--- config.mk ---
export PLATFORM = sky130hd
export DESIGN_NAME = csa1
export DESIGN_NICKNAME = d
export VERILOG_FILES = /design/src/rtl/csa1.sv
export SDC_FILE = /design/constraint.sdc
export NUM_CORES = 1
export LEC_CHECK = 0
export BUFFER_PORTS_ARGS = -buffer_cell sky130_fd_sc_hd__buf_2
export CORE_UTILIZATION = 30
export DETAILED_ROUTE_END_ITERATION = 10
export GPL_TIMING_DRIVEN = 0
export PLACE_DENSITY = 0.58
export SYNTH_ARGS = -nofsm -noshare
export SYNTH_HDL_FRONTEND = slang
export SYNTH_SLANG_ARGS = --single-unit
--- constraint.sdc ---
create_clock -name clk -period 2.9 [get_ports clk]
set_input_delay 0.58 -clock clk [delete_from_list [all_inputs] [get_ports clk]]
set_output_delay 0.58 -clock clk [all_outputs]
set_load 0.01 [all_outputs]
--- src/rtl/csa1.sv ---
// Two-stage pipelined three-operand adder: 3:2 carry-save compressor, then a carry-propagate add.
// Define CSA1_COUT_EN to add the 2-bit COUT port carrying bits WIDTH+1:WIDTH of the true sum.
module csa1 #(
    parameter int WIDTH = 64
) (
    input  logic             clk,
    input  logic             rst,
    input  logic             in_valid,
    input  logic [WIDTH-1:0] A,
    input  logic [WIDTH-1:0] B,
    input  logic [WIDTH-1:0] C,
    output logic             out_valid,
    output logic [WIDTH-1:0] S
`ifdef CSA1_COUT_EN
    ,
    output logic [1:0]       COUT
`endif
);

    // Stage 1 combinational compressor outputs
    logic [WIDTH-1:0] ps_next;
    logic [WIDTH-1:0] pc_next;

    // Stage 1 registers
    logic [WIDTH-1:0] ps_reg;
    logic [WIDTH-1:0] pc_reg;
    logic             v1_reg;

    // Stage 2 registers
    logic [WIDTH-1:0] s_reg;
    logic             out_valid_reg;

    assign pc_next[0] = 1'b0;

    // Per-column full adder; the carry of column gi lands in column gi+1.
    for (genvar gi = 0; gi < WIDTH; gi++) begin : g_col
        assign ps_next[gi] = A[gi] ^ B[gi] ^ C[gi];
        if (gi < WIDTH - 1) begin : g_carry
            assign pc_next[gi+1] = (A[gi] & B[gi]) | (A[gi] & C[gi]) | (B[gi] & C[gi]);
        end
    end

`ifdef CSA1_COUT_EN
    logic       pc_top_next;
    logic       pc_top_reg;
    logic [WIDTH:0] add_full;
    logic [1:0] cout_next;
    logic [1:0] cout_reg;

    assign pc_top_next = (A[WIDTH-1] & B[WIDTH-1]) | (A[WIDTH-1] & C[WIDTH-1])
                       | (B[WIDTH-1] & C[WIDTH-1]);
    assign add_full    = {1'b0, ps_reg} + {1'b0, pc_reg};
    // Upper two bits of the true sum: stage-2 carry plus the MSB column carry.
    assign cout_next   = {1'b0, add_full[WIDTH]} + {1'b0, pc_top_reg};

    always_ff @(posedge clk) begin
        if (rst) begin
            pc_top_reg <= 1'b0;
            cout_reg   <= 2'd0;
        end else begin
            if (in_valid) begin
                pc_top_reg <= pc_top_next;
            end
            if (v1_reg) begin
                cout_reg <= cout_next;
            end
        end
    end

    assign COUT = cout_reg;
`endif

    always_ff @(posedge clk) begin
        if (rst) begin
            ps_reg        <= '0;
            pc_reg        <= '0;
            v1_reg        <= 1'b0;
            s_reg         <= '0;
            out_valid_reg <= 1'b0;
        end else begin
            v1_reg        <= in_valid;
            out_valid_reg <= v1_reg;
            // Data registers only move with valid data so S holds its last result.
            if (in_valid) begin
                ps_reg <= ps_next;
                pc_reg <= pc_next;
            end
            if (v1_reg) begin
                s_reg <= ps_reg + pc_reg;
            end
        end
    end

    assign S         = s_reg;
    assign out_valid = out_valid_reg;

endmodule

-- After elaboration in Yosys (flattened, before gate mapping)
Index checks and enable logic that the tools add are counted.
- add/subtract/negate cells: 1
- $mul: 0
- divide/modulo/power cells: 0
- order comparisons: 0
- equality and inequality tests: 0
- shift-type cells: 0
- multiplexer cells: 0
- bitwise gates (word level): 443
- reduce and logical (&&, ||, !) cells: 0
- operators with widths (operator ; count):
    $and A1 B1 Y1 ; 189
    $xor A1 B1 Y1 ; 128
    $or A1 B1 Y1 ; 126
    $add A64 B64 Y64 ; 1
- flip-flop bits (word level): 193
- latch bits: 0
- memory bits (writable): 0
- memory bits (read-only): 0
- logic and storage cells: 449
- memories kept: 0

-- Depth between registers and ports, before layout
Gate-level depths: netlist of run 1.
- depth in word-level cells: 3
- gate-level depth with buffers: 11

-- Worst setup path after synthesis of run 1
No wires, ideal clock.
- kind: flip-flop to flip-flop
- start: register ps_reg[1]
- end: register s_reg[47], in the netlist S[47]
- arrival: 2.787 ns
- data required time: 2.778 ns
- setup slack: -0.009 ns
- stages on the path, launching flop included: 12
- path buffers: 0
- cell sequence: dfxtp_1 > ha_1 > fa_1 > a211o_1 > a211oi_2 > nor4_2 > o31ai_4 > a211oi_4 > o2111ai_4 > a21oi_2 > mux2i_1 > a311o_1
- cells in the longest elaborated chain, start to end: 1
- ends and longest elaborated chain (what ; line ; text):
    start: declaration ; 25 ; logic [WIDTH-1:0] ps_reg;
    start signal: assignment ; 85 ; ps_reg <= ps_next;
    $add A64 B64 Y64 ; 89 ; s_reg <= ps_reg + pc_reg;
    end signal: assignment ; 89 ;
    end: declaration ; 30 ; logic [WIDTH-1:0] s_reg;
No other way between the ends.
A chain may end at the register's enable or synchronous reset.

-- Worst setup path after layout of run 1
- start: register ps_reg[1]
- end: register s_reg[51], in the netlist S[51]
Same word-level chain as after synthesis.

==> results of run 1 <==
-- cell type report --
cell class / count / area (um^2) / area share (%)
sequential: 193 / 3870 / 26.1
clock buffer: 19 / 443 / 2.99
inverter: 15 / 56.3 / 0.380
multi-input combinational: 1002 / 8020 / 54.1
clock inverter: 12 / 109 / 0.735
timing repair buffer: 277 / 1440 / 9.73
buffer: 56 / 230 / 1.55
tap: 518 / 648 / 4.37
-- path summary, 6_finish.rpt --
kind	from	end	depth (start not counted)
setup reg to reg	ps_reg[1]	S[51]	11
hold reg to reg	S[49]	S[49]	2
setup / recovery	ps_reg[1]	S[51]	11
hold / removal	S[49]	S[49]	2
-- power breakdown --
group          switching, mW  leakage (nW)  internal, mW  total (mW)
logic                   1.01          4.83         0.745        1.76
registers              0.132          1.59          2.85        2.99
clock network           1.09         0.270          1.21        2.30
-- cell usage after synthesis (13+ instances only) --
cell and instances:
a211oi_1 16, a21o_1 29, a21oi_1 71, clkbuf_1 57
dfxtp_1 193, fa_1 64, ha_1 62, inv_1 14
mux2i_1 161, nand2_1 85, nand3_1 15, nand4_1 25
nor2_1 220, nor3_1 18, o21a_1 13, o21ai_0 48
o21bai_1 13, xnor2_1 19, xor2_1 27
-- metrics by stage --
step	hold slack (ns)	total power [mW]	TNS, ns	instance area, um^2	setup slack (ns)
after floorplan	0.460	4.06	0	11800	0.0364
after global placement	0.449	4.70	-5.23	13700	-0.437
after detailed placement	0.459	4.72	-5.93	13700	-0.426
after CTS	0.470	7.06	-0.735	14500	-0.152
after global routing	0.501	7.43	-0.551	14800	-0.111
final	0.473	7.04	-0.167	14800	-0.0652
-- layout by cell type (no fill, tap or decap), types with 11 or more instances in the layout --
cell type,n
a21o_1,29
ha_1,45
inv_1,14
nand3_1,13
a21oi_1,62
clkbuf_16,17
o21ai_0,35
a211oi_1,11
xor2_1,27
fa_1,63
dfxtp_1,190
clkbuf_1,40
nor3_1,16
buf_4,18
xnor2_1,16
buf_2,260
nand4_1,25
o21a_1,13
ha_2,12
nor2_1,219
a21oi_2,11
mux2i_1,161
nand2_1,85
o21bai_1,12
-- timing repair --
item / CTS / global route
setup endpoints to repair: 28 / 29
buffers inserted: 14 / 6
resized for setup: 48 / 62
pin swaps: 24 / 33
-- tightest hold or removal path, cell delays in order (launching register included) --
cell and delay (ns):
dfxtp_1 0.31, nand2_1 0.06, a21oi_1 0.06
-- cell families after synthesis --
kind of cell               Yosys count
AOI/OAI and AO/OA                  267
xor gates and xnor gates            46
adders and majority gates          126
buffers and inverters               87
DFF                                193
muxes                              161
and+or+nand+nor                    402
-- metal layers --
metal  routed length, um  share of wire, %
met3                2000               5.4
met1               17100                47
met4                 349              0.95
met2               17300                47
met5                   0                 0
==> out/metrics.sh, run 1 <==
FRACTION_OF_THE_MAPPED_NETLIST_AREA_IN_ADDER_CELLS_PCT=17.4
CRIT_TYPE='flop to flop'
TOTAL_LEAKAGE_POWER_nW=6.69
DRT_DRC_VIOLATIONS_LEFT=0
POWER.DENSITY_nW_PER_UM2=475
SYNTH_TOP_FAMILY_BY_AREA='adder cells'
NUM_ANTENNA_CELLS=0
DRTITER0DRC=557
MIN-DELAY-PATH-CLASS='flop to flop'
MOST_USED_LAYER_GLOBAL_ROUTE='met2'
PEAKVDDDROP_uV=431
MAX_CAP_VIOLATIONS=0
DPL.CELL_COUNT=2058
DETAIL_ROUTE.WIRELENGTH_UM=36700
CRIT_PATH_MAX_INCR_DELAY_NS=0.36
DOMINANT_DELAY_CONTRIBUTOR_BY_CELL_FAMILY_ON_THE_CRITICAL_PATH='compound AO/OA/AOI/OAI gates'
USE_MET1_PCT=24.1
ANTENNA_FOUND_INITIAL=0
SYNTH_XOR_XNOR_AREA_SHARE_PCT=3.41
FINAL_NETS=1883
YOSYSUNIQUECELLTYPES=69
GRT_PASS1_VIAS=10300
SHARE_OF_CELL_AREA_TAKEN_BY_MUXES_AFTER_SYNTHESIS_PCT=13.6
FINAL-SETUP-VIOL-COUNT=4
FINALNONFILLERCELLS=2092
CPMOSTUSEDCELL='a211oi_4'
SYNTH_TOP_AREA_CELL='dfxtp_1'
GR-TOTAL-OVERFLOW=0
DR_TOTAL_VIAS=10300
FLOORPLAN.IO_PINS=260
WIDTH_OF_THE_DIE_UM=200
CTS.HTREE.LEVELS=4
COMPLEX_GATE_FRACTION_OF_THE_SYNTHESIZED_AREA_PCT=15.3
WL_PER_CELL_UM=17.5
IO_BUFFERS=258
POST_ROUTE_SKEW_NS=0.0144
POST_SYNTH_TOP_AREA_SHARE_PCT=32.7
YS_ASYNC_SR_FRACTION_PCT=0
CRITPATHSLOWESTCELL='fa_2'
WORSTSETUPSTARTPOINTTYPE='flop'
WORST-ENDPOINT-ARRIVAL_NS=3.30
CP.REQUIRED_NS=3.24
CTS_HOLD_BUF=0
POST_SYNTH_AND_OR_NAND_NOR_AREA_FRACTION_PCT=14.7
DRT_FIRST_PASS_ITERS=5
SYNTH.AREA.TOP_CELLS='dfxtp_1, mux2i_1, fa_1'
POST_SYNTH_INST_COUNT=1282
REGTOREGSETUPSLACK_NS=-0.07
RSZ0062_AT_GRT='true'
DRIVE_ABOVE_1_SHARE_PCT=25.1
ROW_COUNT=72
FILLERS=4037
GLOBAL_ROUTE.USAGE.MET3_PCT=3.95
ROUTED_VIA_DENSITY=4.94
DIE_H_UM=200
SYNTH_NETS=1603
TIGHTESTPINTRANSITION_NS=1.01
AREA_GROWTH_FROM_SYNTHESIS_TO_LAYOUT_PCT=25.5
TRITONCTS_BUFFER_COUNT=17
OVERALL_DIE_AREA_UM2=40200
POST-DP-HPWL_UM=29200
AVGSYNTHCELLAREA_UM2=9.21
INITIAL_UTILIZATION_PCT=30.5
TIMING.FINAL.WS_SETUP_NS=-0.0652
SYNTH_SEQ_AREA_SHARE_PCT=32.7
CTSROOTBUFFERMASTER='clkbuf_16'
SYNTH-SEQ-CELLS=193
SYN-CELL-AREA_UM2=11800
SYNTH-EDFF-COUNT=0
CLOCK_SINK_COUNT=193
SYNTH_WARNINGS=0
CP_CELL_SEQUENCE='ha_4, fa_2, a211o_1, a211oi_4, nor4_4, o31ai_4, a211oi_4, o2111ai_4, a21oi_2, mux2i_1, a311o_1'
VIOLATIONS='negative setup slack'
GR-USAGE-MET2_PCT=30.6
CRIT_SHARE_POST_ROUTE_PCT=102
WORSTPATHMAXFANOUT=4
COREAREA_UM2=38700
DRT.ANTENNA.VIOLATING_NETS=0
TRITONCTS='yes'
TIMING.FMAX_GHz=0.337
CTS.CLK_SLEW.WORST_PATHS_NS=0.07
FINAL_CORE_UTIL_PCT=38.2
LAYOUT_MIN_CYCLE_TIME_NS=2.97
MAXIMUM_NUMBER_OF_PINS_ON_ONE_NET_BEFORE_GLOBAL_ROUTE_REPAIR=17
FINALHOLDVIOLATIONS=0
INSERTION_DELAY_NS=0.45
GLOBALROUTETOTALUTIL_PCT=18.2
YS_DOMINANT_REG_CELL='dfxtp_1'
STATUS='complete, but fails checks'
TIMING.FINAL.MAX_SLEW_VIOLATIONS=0
TIMING.CRITICAL_PATH.TO_TYPE='flop'
GRT_PASS1_WL_UM=57300
WORSTPATHBUFFERINVERTERCOUNT=0
GPL.FINAL_WEIGHTED_CONGESTION=0.884
WORST_SLEW_MARGIN_REL_PCT=32.4
CLOCK_PATH_BUFFERS=2
(Power assumes the default switching activity.)
==> run 2: changes to the inputs <==
--- a/config.mk
+++ b/config.mk
@@ -9,7 +9,7 @@
 export CORE_UTILIZATION = 30
 export DETAILED_ROUTE_END_ITERATION = 10
 export GPL_TIMING_DRIVEN = 0
-export PLACE_DENSITY = 0.58
+export PLACE_DENSITY = 0.56
 export SYNTH_ARGS = -nofsm -noshare
 export SYNTH_HDL_FRONTEND = slang
 export SYNTH_SLANG_ARGS = --single-unit
==> constraint.sdc (replaced) <==
create_clock -name clk -period 3.15 [get_ports clk]
set_input_delay 0.63 -clock clk [delete_from_list [all_inputs] [get_ports clk]]
set_output_delay 0.63 -clock clk [all_outputs]
set_load 0.01 [all_outputs]
==> out/metrics.sh, run 2 (same netlist as run 1, synthesis figures left out) <==
LAYOUT_MIN_CYCLE_TIME_NS=3.09  # +0.129 ns
TIMING.FMAX_GHz=0.323  # -4.2%
POST-DP-HPWL_UM=29000  # -0.50%
DRT_FIRST_PASS_ITERS=5  # unchanged
GPL.FINAL_WEIGHTED_CONGESTION=0.868  # -1.9%
WL_PER_CELL_UM=17.4  # -0.63%
NUM_ANTENNA_CELLS=0  # unchanged
OVERALL_DIE_AREA_UM2=40200  # unchanged
WORSTSETUPSTARTPOINTTYPE='flop'
TRITONCTS_BUFFER_COUNT=17  # unchanged
FINAL_COMMON_CELL='buf_2'
CRIT_PATH_MAX_INCR_DELAY_NS=0.36  # about the same
CRITPATHSLOWESTCELL='a2111oi_2'
RSZ0062_AT_GRT='true'
ROW_COUNT=72  # unchanged
WIDTH_OF_THE_DIE_UM=200  # unchanged
CLOCK_PATH_BUFFERS=2  # unchanged
TIMING.CRITICAL_PATH.TO_TYPE='flop'
GLOBALROUTETOTALUTIL_PCT=18.4  # +0.16 points
FINAL_CORE_UTIL_PCT=37.4  # -0.83 points
COMMONEST_CELLS_AFTER_ROUTING_FILL_AND_TAPS_ASIDE='buf_2, nor2_1, dfxtp_1, mux2i_1, nand2_1'
IO_BUFFERS=258  # unchanged
CTS.HTREE.LEVELS=4  # unchanged
COREAREA_UM2=38700  # unchanged
CTS_HOLD_BUF=0  # unchanged
WORST-ENDPOINT-ARRIVAL_NS=3.51  # +0.21 ns
GRT_PASS1_WL_UM=57600  # +0.47%
TIMING.FINAL.WS_SETUP_NS=0.0561  # +0.121 ns
CRIT_TYPE='flop to flop'
CTSROOTBUFFERMASTER='clkbuf_16'
GR-TOTAL-OVERFLOW=0  # unchanged
ROUTED_VIA_DENSITY=4.92  # -0.40%
POWER.DENSITY_nW_PER_UM2=457  # -3.9%
CP.REQUIRED_NS=3.56  # +0.32 ns
DRT_DRC_VIOLATIONS_LEFT=0  # unchanged
PEAKVDDDROP_uV=374  # -13%
MAXIMUM_NUMBER_OF_PINS_ON_ONE_NET_BEFORE_GLOBAL_ROUTE_REPAIR=18  # +1
STATUS='completed'
POST_ROUTE_SKEW_NS=0.0126  # -0.00171 ns
CP_CELL_SEQUENCE='ha_4, fa_2, a211o_1, a211oi_4, nor4_4, o31ai_4, a211oi_4, o2111ai_4, a21oi_2, a2111oi_2, a211o_1'
GRT_PASS1_VIAS=10500  # +1.8%
INSERTION_DELAY_NS=0.46  # about the same
CTS.CLK_SLEW.WORST_PATHS_NS=0.08  # about the same
TIMING.FINAL.MAX_SLEW_VIOLATIONS=0  # unchanged
TRITONCTS='yes'
ANTENNA_FOUND_INITIAL=1  # +1
DRT.ANTENNA.VIOLATING_NETS=0  # unchanged
MAX_CAP_VIOLATIONS=0  # unchanged
TIGHTESTPINTRANSITION_NS=1.09  # +0.0786 ns
FILLERS=4016  # -0.52%
WORST_SLEW_MARGIN_REL_PCT=27.2  # -5.2 points
DIE_H_UM=200  # unchanged
DOMINANT_DELAY_CONTRIBUTOR_BY_CELL_FAMILY_ON_THE_CRITICAL_PATH='compound AO/OA/AOI/OAI gates'
DRIVE_ABOVE_1_SHARE_PCT=21.4  # -3.7 points
TOTAL_LEAKAGE_POWER_nW=6.65  # -0.56%
MIN-DELAY-PATH-CLASS='flop to flop'
DR_TOTAL_VIAS=10300  # -0.73%
WORST_SETUP_SLACK_BEFORE_CLOCK_TREE_SYNTHESIS_NS=-0.217  # +0.209 ns
DETAIL_ROUTE.WIRELENGTH_UM=36400  # -0.96%
FIN_HOLD_WS_NS=0.466  # -0.00727 ns
DRTITER0DRC=495  # -11%
AREA_GROWTH_FROM_SYNTHESIS_TO_LAYOUT_PCT=22.8
FINAL-SETUP-VIOL-COUNT=0  # -4
FINALHOLDVIOLATIONS=0  # unchanged
WORSTPATHBUFFERINVERTERCOUNT=0  # unchanged
FINAL_NETS=1875  # -0.42%
WORSTPATHMAXFANOUT=4  # unchanged
INITIAL_UTILIZATION_PCT=30.5  # unchanged
FLOORPLAN.IO_PINS=260  # unchanged
CLOCK_SINK_COUNT=193  # unchanged
CRIT_SHARE_POST_ROUTE_PCT=98.2  # -4.0 points
[run 2: cell types whose count changed in the layout (fill, tap and decap cells not counted), moves of 3 or more]
cell	change
o21ai_2	-4
o21ai_1	-6
ha_4	-4
ha_2	-11
buf_4	-12
xnor2_2	-3
xnor2_1	+3
buf_6	-3
a21oi_2	-6
ha_1	+15
o21ai_0	+11
clkbuf_1	+6
a21oi_1	+7
[run 2: final timing paths]
check	start	to	slack, ns	depth (start not counted)
setup reg to reg	pc_reg[1]	S[55]	0.06	11
hold reg to reg	S[49]	S[49]	0.47	2
setup / recovery	pc_reg[1]	S[55]	0.06	11
hold / removal	S[49]	S[49]	0.47	2
[run 2: what timing repair did]
item | CTS | global route
pin swaps | 4 | 7
setup buffers | 3 | 3
endpoints found under the hold margin | 0 | 0
gates resized for setup | 11 | 17
endpoints found under the setup margin | 12 | 19
[run 2: final cells by class]
type	count	area (um^2)	share of cell area, %
Multi-Input combinational cell	1002	7740	53.4
Sequential cell	193	3860	26.7
Timing Repair Buffer	264	1340	9.22
Tap cell	518	648	4.47
Clock buffer	18	439	3.03
Buffer	61	235	1.62
Clock inverter	14	178	1.23
Inverter	15	56.3	0.388
[run 2: where the power goes]
part           internal (mW)  switching (mW)  total, mW
registers               2.63           0.115       2.74
clock network           1.29            1.05       2.33
logic                  0.641           0.902       1.54
[run 2: metrics by stage]
step / total power, mW / area, um^2 / instances / TNS [ns]
2_1_floorplan: 3.74 / 11800 / 1282 / 0
3_3_place_gp: 4.33 / 13700 / 2058 / -0.795
3_5_place_dp: 4.34 / 13700 / 2058 / -0.974
4_1_cts: 6.70 / 14400 / 2090 / 0
5_1_grt: 6.98 / 14500 / 2085 / -0.0394
6_report: 6.62 / 14500 / 2085 / 0
[run 2: worst register-to-register path, cell delays in order, from the launching register on]
cell and delay [ns]:
dfxtp_1 0.34, ha_4 0.18, fa_2 0.35, a211o_1 0.35, a211oi_4 0.34, nor4_4 0.11
o31ai_4 0.31, a211oi_4 0.15, o2111ai_4 0.32, a21oi_2 0.12, a2111oi_2 0.36, a211o_1 0.14
[run 2: per-layer routing]
metal	GRT usage, %	up-vias	routed length, um
met3	4.70	26	2150
met2	30.4	274	17000
li1	-	5095	-
met4	4.17	0	425
met5	0	-	0
met1	23.9	4873	16800
